===== config.mk =====
export PLATFORM = sky130hd
export DESIGN_NAME = mem_arbiter
export DESIGN_NICKNAME = d
export VERILOG_FILES = /design/src/rtl/mem_arbiter_pkg.sv /design/src/rtl/mem_arbiter_arb_counter.sv /design/src/rtl/mem_arbiter.sv
export SDC_FILE = /design/constraint.sdc
export NUM_CORES = 1
export LEC_CHECK = 0
export CORE_MARGIN = 2
export CORE_UTILIZATION = 41
export CTS_CLUSTER_DIAMETER = 60
export DETAILED_ROUTE_END_ITERATION = 12
export GPL_ROUTABILITY_DRIVEN = 1
export MAX_ROUTING_LAYER = met4
export PLACE_DENSITY = 0.79
export RECOVER_POWER = 25
export SYNTH_ARGS = -nofsm -noshare
export SYNTH_HDL_FRONTEND = slang
export SYNTH_SLANG_ARGS = --single-unit

===== constraint.sdc =====
create_clock -name clk -period 2.2 [get_ports clk]
set_input_delay 0.22 -clock clk [delete_from_list [all_inputs] [get_ports clk]]
set_output_delay 0.22 -clock clk [all_outputs]
set_load 0.1 [all_outputs]

===== src/rtl/mem_arbiter_pkg.sv =====
// ============================================================================
// Module   : mem_arbiter_pkg
// Summary  : Shared widths and FSM state encodings for the memory arbiter.
// Revision : 1.0
// ============================================================================
`default_nettype none

package mem_arbiter_pkg;

    localparam int REG_DATA_WIDTH = 32;
    localparam int PC_WIDTH       = 32;

    typedef enum logic [1:0] {
        ARB_IDLE     = 2'd0,
        ARB_GRANT_IF = 2'd1,
        ARB_GRANT_D  = 2'd2,
        ARB_RESP     = 2'd3
    } arb_state_t;

    function automatic logic [REG_DATA_WIDTH-1:0] zext_pc(input logic [PC_WIDTH-1:0] pc);
        return REG_DATA_WIDTH'(pc);
    endfunction

endpackage

`default_nettype wire


===== src/rtl/mem_arbiter_arb_counter.sv =====
// ============================================================================
// Module   : arb_counter
// Summary  : Saturating up-counter with clear (priority), increment and limit.
// Revision : 1.0
// ============================================================================
`default_nettype none

module arb_counter
    import mem_arbiter_pkg::*;
#(
    parameter int WIDTH = 3
) (
    input  logic             clk,
    input  logic             rst,
    input  logic             i_clr,
    input  logic             i_inc,
    input  logic [WIDTH-1:0] i_limit,
    output logic             o_at_limit
);

    logic [WIDTH-1:0] r_count;

    always_ff @(posedge clk or negedge rst) begin
        if (!rst) begin
            r_count <= '0;
        end else if (i_clr) begin
            r_count <= '0;
        end else if (i_inc && (r_count < i_limit)) begin
            r_count <= r_count + 1'b1;
        end
    end

    assign o_at_limit = (r_count >= i_limit);

endmodule

`default_nettype wire


===== src/rtl/mem_arbiter.sv =====
// ============================================================================
// Module   : mem_arbiter
// Summary  : Shares one variable-latency memory between fetch and data ports.
// Revision : 1.0
// ============================================================================
`default_nettype none

module mem_arbiter
    import mem_arbiter_pkg::*;
#(
    parameter int TIMEOUT      = 16,
    parameter int D_STREAK_MAX = 4
) (
    input  logic                      clk,
    input  logic                      rst,
    input  logic                      if_req_i,
    input  logic [PC_WIDTH-1:0]       if_addr_i,
    output logic [REG_DATA_WIDTH-1:0] if_rdata_o,
    output logic                      if_valid_o,
    input  logic                      d_req_i,
    input  logic                      d_we_i,
    input  logic [REG_DATA_WIDTH-1:0] d_addr_i,
    input  logic [REG_DATA_WIDTH-1:0] d_wdata_i,
    output logic [REG_DATA_WIDTH-1:0] d_rdata_o,
    output logic                      d_valid_o,
    output logic                      mem_req_o,
    output logic                      mem_we_o,
    output logic [REG_DATA_WIDTH-1:0] mem_addr_o,
    output logic [REG_DATA_WIDTH-1:0] mem_wdata_o,
    input  logic [REG_DATA_WIDTH-1:0] mem_rdata_i,
    input  logic                      mem_ready_i,
    output logic                      stall_o,
    output logic                      err_o
);

    localparam int STREAK_W = 3;
    localparam int WAIT_W   = $clog2(TIMEOUT + 1);

    arb_state_t                r_state;
    logic                      r_mem_req;
    logic                      r_mem_we;
    logic [REG_DATA_WIDTH-1:0] r_mem_addr;
    logic [REG_DATA_WIDTH-1:0] r_mem_wdata;
    logic [REG_DATA_WIDTH-1:0] r_if_rdata;
    logic [REG_DATA_WIDTH-1:0] r_d_rdata;
    logic                      r_if_valid;
    logic                      r_d_valid;
    logic                      r_err;

    logic w_grant_d;
    logic w_grant_if;
    logic w_in_grant;
    logic w_expire;
    logic w_done;
    logic w_streak_sat;
    logic w_wait_last;
    logic w_streak_clr;

    always_comb begin
        w_grant_d    = (r_state == ARB_IDLE) && d_req_i && (!if_req_i || !w_streak_sat);
        w_grant_if   = (r_state == ARB_IDLE) && if_req_i && !w_grant_d;
        w_in_grant   = (r_state == ARB_GRANT_IF) || (r_state == ARB_GRANT_D);
        w_expire     = w_in_grant && !mem_ready_i && w_wait_last;
        w_done       = w_in_grant && (mem_ready_i || w_expire);
        w_streak_clr = w_grant_if || (w_grant_d && !if_req_i);
    end

    arb_counter #(
        .WIDTH (STREAK_W)
    ) u_streak (
        .clk        (clk),
        .rst        (rst),
        .i_clr      (w_streak_clr),
        .i_inc      (w_grant_d),
        .i_limit    (STREAK_W'(D_STREAK_MAX)),
        .o_at_limit (w_streak_sat)
    );

    // Limit is TIMEOUT-1: in the last allowed wait cycle the count would
    // reach TIMEOUT on this edge, so the abort is taken right here.
    arb_counter #(
        .WIDTH (WAIT_W)
    ) u_wait (
        .clk        (clk),
        .rst        (rst),
        .i_clr      (w_grant_d || w_grant_if),
        .i_inc      (w_in_grant),
        .i_limit    (WAIT_W'(TIMEOUT - 1)),
        .o_at_limit (w_wait_last)
    );

    always_ff @(posedge clk or negedge rst) begin
        if (!rst) begin
            r_state     <= ARB_IDLE;
            r_mem_req   <= 1'b0;
            r_mem_we    <= 1'b0;
            r_mem_addr  <= '0;
            r_mem_wdata <= '0;
            r_if_rdata  <= '0;
            r_d_rdata   <= '0;
            r_if_valid  <= 1'b0;
            r_d_valid   <= 1'b0;
            r_err       <= 1'b0;
        end else begin
            r_if_valid <= 1'b0;
            r_d_valid  <= 1'b0;
            case (r_state)
                ARB_IDLE: begin
                    if (w_grant_d) begin
                        r_state     <= ARB_GRANT_D;
                        r_mem_req   <= 1'b1;
                        r_mem_we    <= d_we_i;
                        r_mem_addr  <= d_addr_i;
                        r_mem_wdata <= d_wdata_i;
                    end else if (w_grant_if) begin
                        r_state     <= ARB_GRANT_IF;
                        r_mem_req   <= 1'b1;
                        r_mem_we    <= 1'b0;
                        r_mem_addr  <= zext_pc(if_addr_i);
                        r_mem_wdata <= '0;
                    end
                end
                ARB_GRANT_IF, ARB_GRANT_D: begin
                    if (w_done) begin
                        r_state     <= ARB_RESP;
                        r_mem_req   <= 1'b0;
                        r_mem_we    <= 1'b0;
                        r_mem_addr  <= '0;
                        r_mem_wdata <= '0;
                        if (w_expire) begin
                            r_err <= 1'b1;
                        end
                        if (r_state == ARB_GRANT_IF) begin
                            r_if_valid <= 1'b1;
                            r_if_rdata <= w_expire ? '0 : mem_rdata_i;
                        end else begin
                            r_d_valid <= 1'b1;
                            r_d_rdata <= w_expire ? '0 : mem_rdata_i;
                        end
                    end
                end
                ARB_RESP: begin
                    r_state <= ARB_IDLE;
                end
                default: begin
                    r_state <= ARB_IDLE;
                end
            endcase
        end
    end

    assign if_rdata_o  = r_if_rdata;
    assign if_valid_o  = r_if_valid;
    assign d_rdata_o   = r_d_rdata;
    assign d_valid_o   = r_d_valid;
    assign mem_req_o   = r_mem_req;
    assign mem_we_o    = r_mem_we;
    assign mem_addr_o  = r_mem_addr;
    assign mem_wdata_o = r_mem_wdata;
    assign err_o       = r_err;

    // Stall is gated by reset so every output reads 0 while reset is held.
    assign stall_o = rst && ((if_req_i && !r_if_valid) || (d_req_i && !r_d_valid));

endmodule

`default_nettype wire


==> impl_metrics.csv <==
group,metric,value,unit
sta,min_period,2.11,ns
yosys,syn_inst,399,
sta,worst_slew_pin_slew,1.01,ns
critical_path,worstPathArrival,2.45,ns
placement,dp_hpwl,11000,um
critical_path,critical_path_required,2.54,ns
yosys,syn_area,5780,sq um
clock_tree,cts_resized,0,
sta,fmax,474,MHz
global_routing,gr-usage-all-layers,20.9,%
sta,hold_viol,0,
yosys,synth_top_area_share,61.9,%
routing,wl_per_cell,17.9,um
worst_hold_path,hold_class,"in2async",
clock_tree,cts_max_level,4,
die,chipHeight,123,um
sta,fin_crit_sh,95.9,%
clock_tree,cts-root-buf,"clkbuf_16",
clock_tree,clock_path_buffers,2,
yosys,ys_types,39,
yosys,yosysWarnings,0,
clock_tree,cts_tree,"yes",
global_routing,grt_max_degree,75,
placement,routabilityCongestion,0.758,
critical_path,startpoint_type,"register",
clock_tree,cts_buffers,17,
clock_tree,cts.sinks,143,
global_routing,grt_pass1_vias,4589,
yosys,avgSynthCellArea,14.5,sq um
yosys,yosys-top-cells-area,"dfrtp_1 62%, a22o_1 15%, mux2i_1 6.2%, o2bb2ai_1 3.3%, o2bb2ai_2 2.6%",
die,die_area,15100,sq um
sta,relSlewSlack,32.9,%
routing,finalWirelength,15400,um
yosys,ys_ff_latch,143,
clock_tree,insertion_delay,0.41,ns
routing,antenna_left,0,
die,core,13800,sq um
sta,setup_viol,0,
die,start_util,41.8,%
finish,num-nets-final,810,
finish,drive_gt1_share,29.6,%
global_routing,antenna_found_initial,0,
clock_tree,clk_pin_slew,0.06,ns
die,ioPinCount,268,
die,die_x,123,um
yosys,yosysMostFrequentCell,"dfrtp_1",
sta,finalSetupTns,0,ns
routing,vias_per_cell,5.26,
sta,slew_viol_final,0,
finish,fillCellCount,1001,
yosys,synthTopCellsByCount,"143 x dfrtp_1, 99 x a22o_1, 36 x mux2i_1",
global_routing,gr-total-overflow,0,
routing,drc_errors,0,
global_routing,grt_pass1_wl,23500,um
finish,area_growth,54.5,%
yosys,yosys.area.top_type,"dfrtp_1",
routing,first_pass_iters,4,
yosys,async_reset_ff_share,100,%
yosys,synth_edf_count,0,
sta,skew,0.0118,ns
routing,drt_iter0_drc,237,
yosys,synth_flop_cell,"dfrtp_1",
yosys,syn_nets,539,
yosys,yosysSeqAreaShare,61.9,%
outcome,outcome,"finished, final reports clean",
critical_path,setup.worst_path.end_class,"register",
critical_path,path_max_fanout,33,
flow_run,maxCapViolCount,0,
critical_path,criticalPathCategory,"reg2reg",
routing,vias,4543,
placement,port_buffers,267,
sta,grt_setup_unrepaired,"no",
finish,diodes,0,
die,rows,43,
## registers in the layout, indices dropped and copies added, names as in the netlist
name	count
mem_addr_o	32
mem_we_o	1
u_wait.r_count	5
r_state	2
mem_wdata_o	32
if_rdata_o	32
d_valid_o	1
if_valid_o	1
mem_req_o	1
err_o	1
u_streak.r_count	3
d_rdata_o	32
## kinds of logic after synthesis
kind of cell | share of synthesized area (%)
AOI/OAI and AO/OA | 22.6
xor gates and xnor gates | 0.152
adders and majority gates | 1.30
buffers and inverters | 4.63
DFF | 61.9
muxes | 6.63
and+or+nand+nor | 2.73
## critical path, stage by stage (launching register included)
cell	delay [ns]
dfrtp_1	0.39
ha_1	0.22
and3_1	0.19
ha_1	0.21
or4_4	0.54
nand3_2	0.11
buf_12	0.20
a22o_1	0.17
## final cells by class
class,count,area [sq um],share of cell area (%)
Sequential cell,143,3580,40.1
Timing Repair Buffer,284,2570,28.7
Multi-Input combinational cell,215,1940,21.7
Clock buffer,21,450,5.05
Tap cell,180,225,2.52
Clock inverter,11,133,1.49
Inverter,9,33.8,0.378
## layout by cell type, fill, tap and decap left out, types with 3 or more instances in the layout
master           synthesis  final
buf_4                    4    140
buf_12                   0      8
mux2i_1                 36     36
o2bb2ai_1               22     22
a22o_1                  99     99
clkdlybuf4s50_1          0    132
clkinv_4                 0      4
inv_1                    9      9
ha_1                     6      6
clkbuf_16                0     17
nand2_1                  4      4
o2bb2ai_2               10     10
nor2_1                   6      5
dfrtp_1                143    143
clkbuf_1                 6      3
## path summary, 6_finish.rpt
path / end / slack, ns / cells after the start / from
worst max-delay path: if_rdata_o[4] / 0.09 / 7 / u_wait.r_count[0]
worst min-delay path: if_valid_o / 0.27 / 2 / rst
worst max register to register: if_rdata_o[4] / 0.09 / 7 / u_wait.r_count[0]
worst min register to register: err_o / 0.48 / 2 / err_o
max in group asynchronous: mem_addr_o[7] / 0.57 / 3 / rst
min in group clk: mem_wdata_o[18] / 0.40 / 2 / d_wdata_i[18]
## metrics by stage
stage	utilization [%]	hold slack, ns	cell area [sq um]	setup slack, ns	instances
after floorplan	-	-0.0756	5780	0.186	399
after global placement	60.3	0.116	8340	0.148	829
after detailed placement	60.3	0.122	8340	0.0738	829
after CTS	64.6	0.268	8930	0.0735	862
after global routing	64.6	0.272	8930	0.0184	863
final	64.6	0.275	8930	0.0912	863
## routing by layer
metal	global-route usage, %	share of wire (%)	vias up
met5	-	0	-
met4	8.33	2.6	0
met3	5.11	6.1	30
met2	34.2	52	173
met1	24.8	40	2261
li1	-	-	2079
## repair_timing
action                     CTS  global route
hold buffers                 1             0
hold endpoints to repair    30             0
setup endpoints to repair    0             7
setup buffers                0             1
Power is left out: the tool's default activity adds up to more than one toggle a clock period on the data nets, which glitch-free logic cannot reach.
